### src/rtl/apb_timer_mc_if.sv
// apb_timer_mc_if: APB bus bundle shared by the multi-channel timer and its bus master.
// ADDR_W must match the ADDR_W of the attached apb_timer_mc.
interface apb_timer_mc_if #(
   parameter int ADDR_W = 8
) ();
   logic              psel;
   logic              penable;
   logic              pwrite;
   logic [ADDR_W-1:0] paddr;
   logic [31:0]       pwdata;
   logic [31:0]       prdata;
   logic              pready;
   logic              pslverr;

   modport master (
      output psel, penable, pwrite, paddr, pwdata,
      input  prdata, pready, pslverr
   );

   modport slave (
      input  psel, penable, pwrite, paddr, pwdata,
      output prdata, pready, pslverr
   );
endinterface

### src/rtl/apb_timer_mc.sv
// apb_timer_mc: NUM_CH independent WIDTH-bit up/down timers behind one zero-wait APB slave.
// Optional auto-reload on wrap (TCR[3]) is enabled by defining TIMER_AUTORELOAD_EN.
module apb_timer_mc #(
   parameter int NUM_CH = 4,
   parameter int WIDTH  = 8,
   parameter int ADDR_W = 8
) (
   input  logic              pclk,
   input  logic              prst,
   apb_timer_mc_if.slave     bus,
   output logic [NUM_CH-1:0] irq,
   output logic              irq_any
);
   localparam int CH_W = ADDR_W - 4;
`ifdef TIMER_AUTORELOAD_EN
   localparam logic [7:0] TCR_MASK = 8'hFF;
`else
   localparam logic [7:0] TCR_MASK = 8'hF7;
`endif
   localparam logic [1:0] OFF_TDR  = 2'd0;
   localparam logic [1:0] OFF_TCR  = 2'd1;
   localparam logic [1:0] OFF_TSR  = 2'd2;
   localparam logic [1:0] OFF_TCNT = 2'd3;

   logic [WIDTH-1:0] tdr      [NUM_CH];
   logic [7:0]       tcr      [NUM_CH];
   logic [1:0]       tsr      [NUM_CH];
   logic [WIDTH-1:0] tcnt     [NUM_CH];
   logic [7:0]       div      [NUM_CH];
   logic [WIDTH-1:0] cnt_next [NUM_CH];

   logic [CH_W-1:0]   ch_idx;
   logic [31:0]       ch_num;
   logic [1:0]        off;
   logic              access;
   logic              ch_ok;
   logic              err;
   logic              wr_ok;
   logic [31:0]       rdata;
   logic [NUM_CH-1:0] wr_tdr;
   logic [NUM_CH-1:0] wr_tcr;
   logic [NUM_CH-1:0] wr_tsr;
   logic [NUM_CH-1:0] tick;
   logic [NUM_CH-1:0] set_ovf;
   logic [NUM_CH-1:0] set_udf;
   logic              unused_bits;

   assign ch_idx      = bus.paddr[ADDR_W-1:4];
   assign off         = bus.paddr[3:2];
   assign ch_num      = 32'(ch_idx);
   assign access      = !prst && bus.psel && bus.penable;
   assign ch_ok       = ch_num < 32'(NUM_CH);
   assign err         = !ch_ok || (bus.pwrite && off == OFF_TCNT);
   assign wr_ok       = access && bus.pwrite && !err;
   assign bus.pready  = 1'b1;
   assign bus.pslverr = access && err;
   assign bus.prdata  = rdata;
   assign unused_bits = ^{bus.paddr[1:0], bus.pwdata};

   always_comb begin
      wr_tdr = '0;
      wr_tcr = '0;
      wr_tsr = '0;
      for (int unsigned c = 0; c < NUM_CH; c++) begin
         if (wr_ok && ch_num == c) begin
            wr_tdr[c] = (off == OFF_TDR);
            wr_tcr[c] = (off == OFF_TCR);
            wr_tsr[c] = (off == OFF_TSR);
         end
      end
   end

   // Terminal divider count is 2^(clk_sel+1)-1; a TCR write in the same cycle suppresses the tick.
   always_comb begin
      tick    = '0;
      set_ovf = '0;
      set_udf = '0;
      for (int unsigned c = 0; c < NUM_CH; c++) begin
         cnt_next[c] = tcnt[c];
         tick[c]     = tcr[c][4] && !tcr[c][7] && !wr_tcr[c] &&
                       (div[c] == 8'((9'd2 << tcr[c][2:0]) - 9'd1));
         set_ovf[c]  = tick[c] && !tcr[c][5] && (tcnt[c] == '1);
         set_udf[c]  = tick[c] &&  tcr[c][5] && (tcnt[c] == '0);
         if (tcr[c][5])
            cnt_next[c] = tcnt[c] - WIDTH'(1);
         else
            cnt_next[c] = tcnt[c] + WIDTH'(1);
`ifdef TIMER_AUTORELOAD_EN
         if ((set_ovf[c] || set_udf[c]) && tcr[c][3])
            cnt_next[c] = tdr[c];
`endif
      end
   end

   always_ff @(posedge pclk) begin
      if (prst) begin
         for (int unsigned c = 0; c < NUM_CH; c++) begin
            tdr[c]  <= '0;
            tcr[c]  <= '0;
            tsr[c]  <= '0;
            tcnt[c] <= '0;
            div[c]  <= '0;
         end
         irq <= '0;
      end else begin
         for (int unsigned c = 0; c < NUM_CH; c++) begin
            if (wr_tdr[c])
               tdr[c] <= bus.pwdata[WIDTH-1:0];
            if (wr_tcr[c])
               tcr[c] <= bus.pwdata[7:0] & TCR_MASK;

            if (wr_tcr[c] || !tcr[c][4] || tcr[c][7] || tick[c])
               div[c] <= '0;
            else
               div[c] <= div[c] + 8'd1;

            if (tcr[c][7])
               tcnt[c] <= tdr[c];
            else if (tick[c])
               tcnt[c] <= cnt_next[c];

            // Hardware set is ORed in after the write-0-to-clear mask, so a same-cycle set wins.
            if (wr_tsr[c])
               tsr[c] <= {set_udf[c], set_ovf[c]} | (tsr[c] & bus.pwdata[1:0]);
            else
               tsr[c] <= tsr[c] | {set_udf[c], set_ovf[c]};

            irq[c] <= tcr[c][6] && (tsr[c] != 2'b00);
         end
      end
   end

   assign irq_any = |irq;

   always_comb begin
      rdata = '0;
      if (access && !bus.pwrite && ch_ok) begin
         for (int unsigned c = 0; c < NUM_CH; c++) begin
            if (ch_num == c) begin
               case (off)
                  OFF_TDR:  rdata[WIDTH-1:0] = tdr[c];
                  OFF_TCR:  rdata[7:0]       = tcr[c];
                  OFF_TSR:  rdata[1:0]       = tsr[c];
                  default:  rdata[WIDTH-1:0] = tcnt[c];
               endcase
            end
         end
      end
   end
endmodule

### src/flat_wrapper.sv
// flat-port wrapper written by rule: the top's interface ports become plain ports
module apb_timer_mc_flat 
#(
   parameter int NUM_CH = 4,
   parameter int WIDTH  = 8,
   parameter int ADDR_W = 8
)
  (pclk, prst, irq, irq_any, bus_psel, bus_penable, bus_pwrite, bus_paddr, bus_pwdata, bus_prdata, bus_pready, bus_pslverr);
  apb_timer_mc_if #(.ADDR_W(ADDR_W)) bus_i ();
  input  logic pclk;
  input  logic prst;
  output logic [NUM_CH-1:0] irq;
  output logic irq_any;
  input wire logic [$bits(bus_i.psel)-1:0] bus_psel;
  input wire logic [$bits(bus_i.penable)-1:0] bus_penable;
  input wire logic [$bits(bus_i.pwrite)-1:0] bus_pwrite;
  input wire logic [$bits(bus_i.paddr)-1:0] bus_paddr;
  input wire logic [$bits(bus_i.pwdata)-1:0] bus_pwdata;
  output wire logic [$bits(bus_i.prdata)-1:0] bus_prdata;
  output wire logic [$bits(bus_i.pready)-1:0] bus_pready;
  output wire logic [$bits(bus_i.pslverr)-1:0] bus_pslverr;
  assign bus_i.psel = bus_psel;
  assign bus_i.penable = bus_penable;
  assign bus_i.pwrite = bus_pwrite;
  assign bus_i.paddr = bus_paddr;
  assign bus_i.pwdata = bus_pwdata;
  assign bus_prdata = bus_i.prdata;
  assign bus_pready = bus_i.pready;
  assign bus_pslverr = bus_i.pslverr;
  apb_timer_mc #(.NUM_CH(NUM_CH), .WIDTH(WIDTH), .ADDR_W(ADDR_W)) u_core (.pclk(pclk), .prst(prst), .bus(bus_i), .irq(irq), .irq_any(irq_any));
endmodule
### config.mk
export PLATFORM = sky130hd
export DESIGN_NAME = apb_timer_mc_flat
export DESIGN_NICKNAME = d
export VERILOG_FILES = /design/src/rtl/apb_timer_mc_if.sv /design/src/rtl/apb_timer_mc.sv /design/src/flat_wrapper.sv
export SDC_FILE = /design/constraint.sdc
export NUM_CORES = 1
export LEC_CHECK = 0
export ABC_AREA = 1
export BUFFER_PORTS_ARGS = -buffer_cell sky130_fd_sc_hd__buf_2
export CAP_MARGIN = 20
export CELL_PAD_IN_SITES_DETAIL_PLACEMENT = 1
export CELL_PAD_IN_SITES_GLOBAL_PLACEMENT = 1
export CORE_ASPECT_RATIO = 0.5
export CORE_MARGIN = 2
export CORE_UTILIZATION = 35
export CTS_CLUSTER_SIZE = 8
export DETAILED_ROUTE_END_ITERATION = 6
export PLACE_DENSITY_LB_ADDON = 0.1
export RECOVER_POWER = 25
export SKIP_CTS_REPAIR_TIMING = 1
export SLEW_MARGIN = 20
export SYNTH_ARGS = -nofsm -noshare
export SYNTH_HDL_FRONTEND = slang
export SYNTH_SLANG_ARGS = --single-unit
### constraint.sdc
create_clock -name pclk -period 2.6 [get_ports pclk]
set_clock_uncertainty 0.1 [all_clocks]
set_input_delay 0.52 -clock pclk [delete_from_list [all_inputs] [get_ports pclk]]
set_output_delay 0.52 -clock pclk [all_outputs]
set_load 0.05 [all_outputs]
==> results.sh <==
export IMPL_grt_first_pass_wirelength_um=48300
export IMPL_placed_cell_area_mm2=0.0109
export IMPL_track_usage=0.220
export IMPL_grt_max_degree=39
export IMPL_ff2ff_setup_slack_ns=0.14
export IMPL_place_detailed_hpwl_um=24100
export IMPL_irDropWorstVdd_v=0.000473
export IMPL_yosys_warnings=0
export IMPL_port_buffers=32
export IMPL_period_share=1.00
export IMPL_worstSetupPathType="primary input to primary output"
export IMPL_syn_to_final_growth_pct=24.2
export IMPL_setup_violations=1
export IMPL_die_x_um=239
export IMPL_run_status="complete, but fails checks"
export IMPL_timing_rr_end="u_core.tcnt[2][7]"
export IMPL_ys_seq_elements=136
export IMPL_slew_violations=0
export IMPL_maxCapViolCount=0
export IMPL_fin_crit_ns=2.60
export IMPL_tightest_slew_ns=1.16
export IMPL_synth_edf_count=132
export IMPL_endpoint_kind="primary output"
export IMPL_yosysUniqueCellTypes=47
export IMPL_cts_sinks=136
export IMPL_ioPinCount=84
export IMPL_setup_ws_ns=-0.00342
export IMPL_timing_rr_start="u_core.tcr[0][15]"
export IMPL_cts_tree="yes"
export IMPL_antenna_cells=0
export IMPL_drt_wl_total_um=31600
export IMPL_insertion_delay_ns=0.45
export IMPL_core_mm2=0.0268
export IMPL_min_from="prst"
export IMPL_slew_headroom=0.227
export IMPL_cts_clk_slew_worst_paths_ns=0.06
export IMPL_syn_area_per_cell_um2=7.80
export IMPL_min_path_cells=3
export IMPL_fillers=3327
export IMPL_drive_above_1_share=0.192
export IMPL_synth_area_mm2=0.00966
export IMPL_min_path_type="primary input to flip-flop"
export IMPL_hold_violations=0
export IMPL_yosysSeqAreaShare=0.419
export IMPL_power_density_mw_per_mm2=548
export IMPL_ant_nets=0
export IMPL_postLayoutCoreUtil=0.448
export IMPL_worst_path_max_delay_cell="a211oi_2"
export IMPL_crit_required_ns=1.98
export IMPL_violations="setup timing"
export IMPL_post_route_drc_count=0
export IMPL_gp_congestion=0.911
export IMPL_leakagePower_nw=5.47
export IMPL_antenna_found_initial=0
export IMPL_cpPeakStageDelay_ns=0.28
export IMPL_synth_flop_cell="edfxtp_1"
export IMPL_nets=1497
export IMPL_cts_path_max_buffers=2
export IMPL_numCtsBuffers=17
export IMPL_die_h_um=121
export IMPL_htreeDepth=4
export IMPL_reg2regPathDepth=14
export IMPL_viasPerCell=5.08
export IMPL_grt_pass1_vias=9117
export IMPL_start_util=0.361
export IMPL_avgRoutedWirePerCell_um=17.7
export IMPL_design_area_mm2=0.0120
export IMPL_cts_root_buffer="clkbuf_16"
export IMPL_dieArea_mm2=0.0290
export IMPL_synthArstFlopShare=0
export IMPL_clock_fmax_mhz=384
export IMPL_overflow=0
export IMPL_vias=9045
export IMPL_netlist_instances=1238
export IMPL_rsz0062_at_grt="true"
export IMPL_crit_arrival_ns=1.98
export IMPL_worst_path_max_fanout=6
export IMPL_core_rowCount=42
export IMPL_firstDrtPassIters=5
export IMPL_drtIter0Drc=486
export IMPL_cp_cell_sequence="buf_4, buf_4, nor2_1, inv_2, o221ai_1, a211oi_2, nor2_1, a21oi_2, buf_6"
export IMPL_min_to="u_core.irq[0]"
export IMPL_start_kind="primary input"
==> synth_stat cells (3+ instances only) <==
library cell,count,share of area
nor2_1,201,0.078
edfxtp_1,132,0.41
nand2_4,6,0.0070
nor2_2,13,0.0084
nand2_1,277,0.11
inv_1,150,0.058
clkbuf_1,9,0.0035
nor4_1,6,0.0039
dfxtp_1,4,0.0083
o22ai_1,10,0.0065
fa_1,4,0.0083
inv_2,7,0.0027
nor3_1,15,0.0078
o21ai_0,50,0.026
nand4_2,3,0.0039
nand3_1,93,0.048
inv_4,4,0.0026
or2_2,3,0.0019
o211ai_1,8,0.0062
buf_4,28,0.022
a211oi_1,4,0.0031
o221ai_1,8,0.0073
a21oi_1,60,0.031
nand4_1,20,0.013
nand3b_1,4,0.0031
buf_2,6,0.0031
nand3_2,3,0.0031
xor2_1,27,0.024
xnor2_1,15,0.014
nand2_2,4,0.0026
nor2_4,6,0.0070
ha_1,32,0.041
o2111ai_1,3,0.0027
nand3_4,6,0.011
==> power breakdown <==
part / total [mW] / internal, mW / switching [mW]
Sequential: 2.66 / 2.53 / 0.128
Clock: 2.78 / 1.79 / 0.997
Combinational: 1.13 / 0.382 / 0.749
Total: 6.58 / 4.70 / 1.87
==> flip-flops by register name (all words and copies together), names as in the netlist <==
name         cells
u_core.div      32
u_core.irq       4
u_core.tcnt     32
u_core.tcr      28
u_core.tdr      32
u_core.tsr       8
==> cell usage in the layout, fill, tap and decap left out, types with 6 or more instances in the layout <==
cell,Yosys,routed
nand3_2,3,6
o21ai_0,50,29
nor4_1,6,6
buf_4,28,91
ha_1,32,29
buf_2,6,20
a21oi_1,60,54
nand2_2,4,7
o221ai_1,8,7
nand4_1,20,20
nor2_2,13,24
nor2_1,201,188
xnor2_1,15,15
clkbuf_1,9,10
xor2_1,27,27
edfxtp_1,132,132
nand3_1,93,94
nor2_4,6,8
clkbuf_16,0,17
inv_2,7,17
a21oi_2,0,6
nand2_1,277,274
inv_1,150,138
o211ai_1,8,8
nor3_1,15,13
bufinv_16,0,6
conb_1,2,65
o21ai_1,1,16
buf_6,0,13
==> stage by stage <==
stage / cells / power [mW] / hold WS, ns / worst slack, ns / TNS, ns
6_report: 1781 / 6.58 / 0.432 / -0.00342 / -0.00342
5_1_grt: 1781 / 6.85 / 0.424 / -0.114 / -1.29
4_1_cts: 1757 / 6.55 / 0.409 / -0.257 / -1.19
3_5_place_dp: 1725 / 3.75 / 0.465 / -0.241 / -1.07
3_3_place_gp: 1725 / 3.71 / 0.471 / -0.130 / -0.732
2_1_floorplan: 1301 / 3.41 / 0.386 / -0.0705 / -0.0705
==> worst max-delay path by stage <==
stage	start	to	slack [ns]	cells after the start
after global routing	u_core.tcr[0][11]	bus_prdata[5]	-0.11	9
final	bus_paddr[2]	bus_prdata[4]	-0.003	9
after floorplan	bus_paddr[3]	bus_prdata[3]	-0.07	8
after CTS	u_core.tcr[0][18]	bus_prdata[5]	-0.26	9
after detailed placement	bus_paddr[2]	bus_prdata[5]	-0.24	11
after global placement	bus_paddr[2]	bus_prdata[4]	-0.13	9
==> per-layer routing <==
| metal | wire length (µm) | vias to the layer above | global-route usage | share of wire |
|---|---|---|---|---|
| met5 | 0 | - | 0 | 0 |
| met4 | 673 | 0 | 0.0617 | 0.021 |
| met3 | 1180 | 48 | 0.0460 | 0.037 |
| met2 | 14800 | 155 | 0.366 | 0.47 |
| met1 | 14900 | 4455 | 0.291 | 0.47 |
| li1 | - | 4387 | - | - |
==> cells by family after synthesis <==
| logic type | Yosys count | synth area share |
|---|---|---|
| simple gates | 666 | 0.312 |
| buf+inv | 207 | 0.0931 |
| compound gates | 149 | 0.0874 |
| flops | 136 | 0.419 |
| xor+xnor | 42 | 0.0381 |
| fa+ha+maj | 36 | 0.0497 |
| other cells | 2 | 0.000777 |
==> final cells by class <==
type / instances / area (µm²) / share of cell area
inverters: 163 / 634 / 0.0529
repair buffers: 139 / 1060 / 0.0880
well taps: 352 / 440 / 0.0367
multi-input cells: 959 / 5160 / 0.430
clock buffers: 18 / 429 / 0.0358
flip-flops and latches: 136 / 4040 / 0.337
clock inverters: 14 / 229 / 0.0191
==> critical path: cells and delay by family <==
| family | cells | cell delay, ns |
|---|---|---|
| AO/OA/AOI/OAI | 3 | 0.66 |
| AND/OR/NAND/NOR | 2 | 0.16 |
| buffers and inverters | 4 | 0.63 |
(Power assumes the default switching activity.)
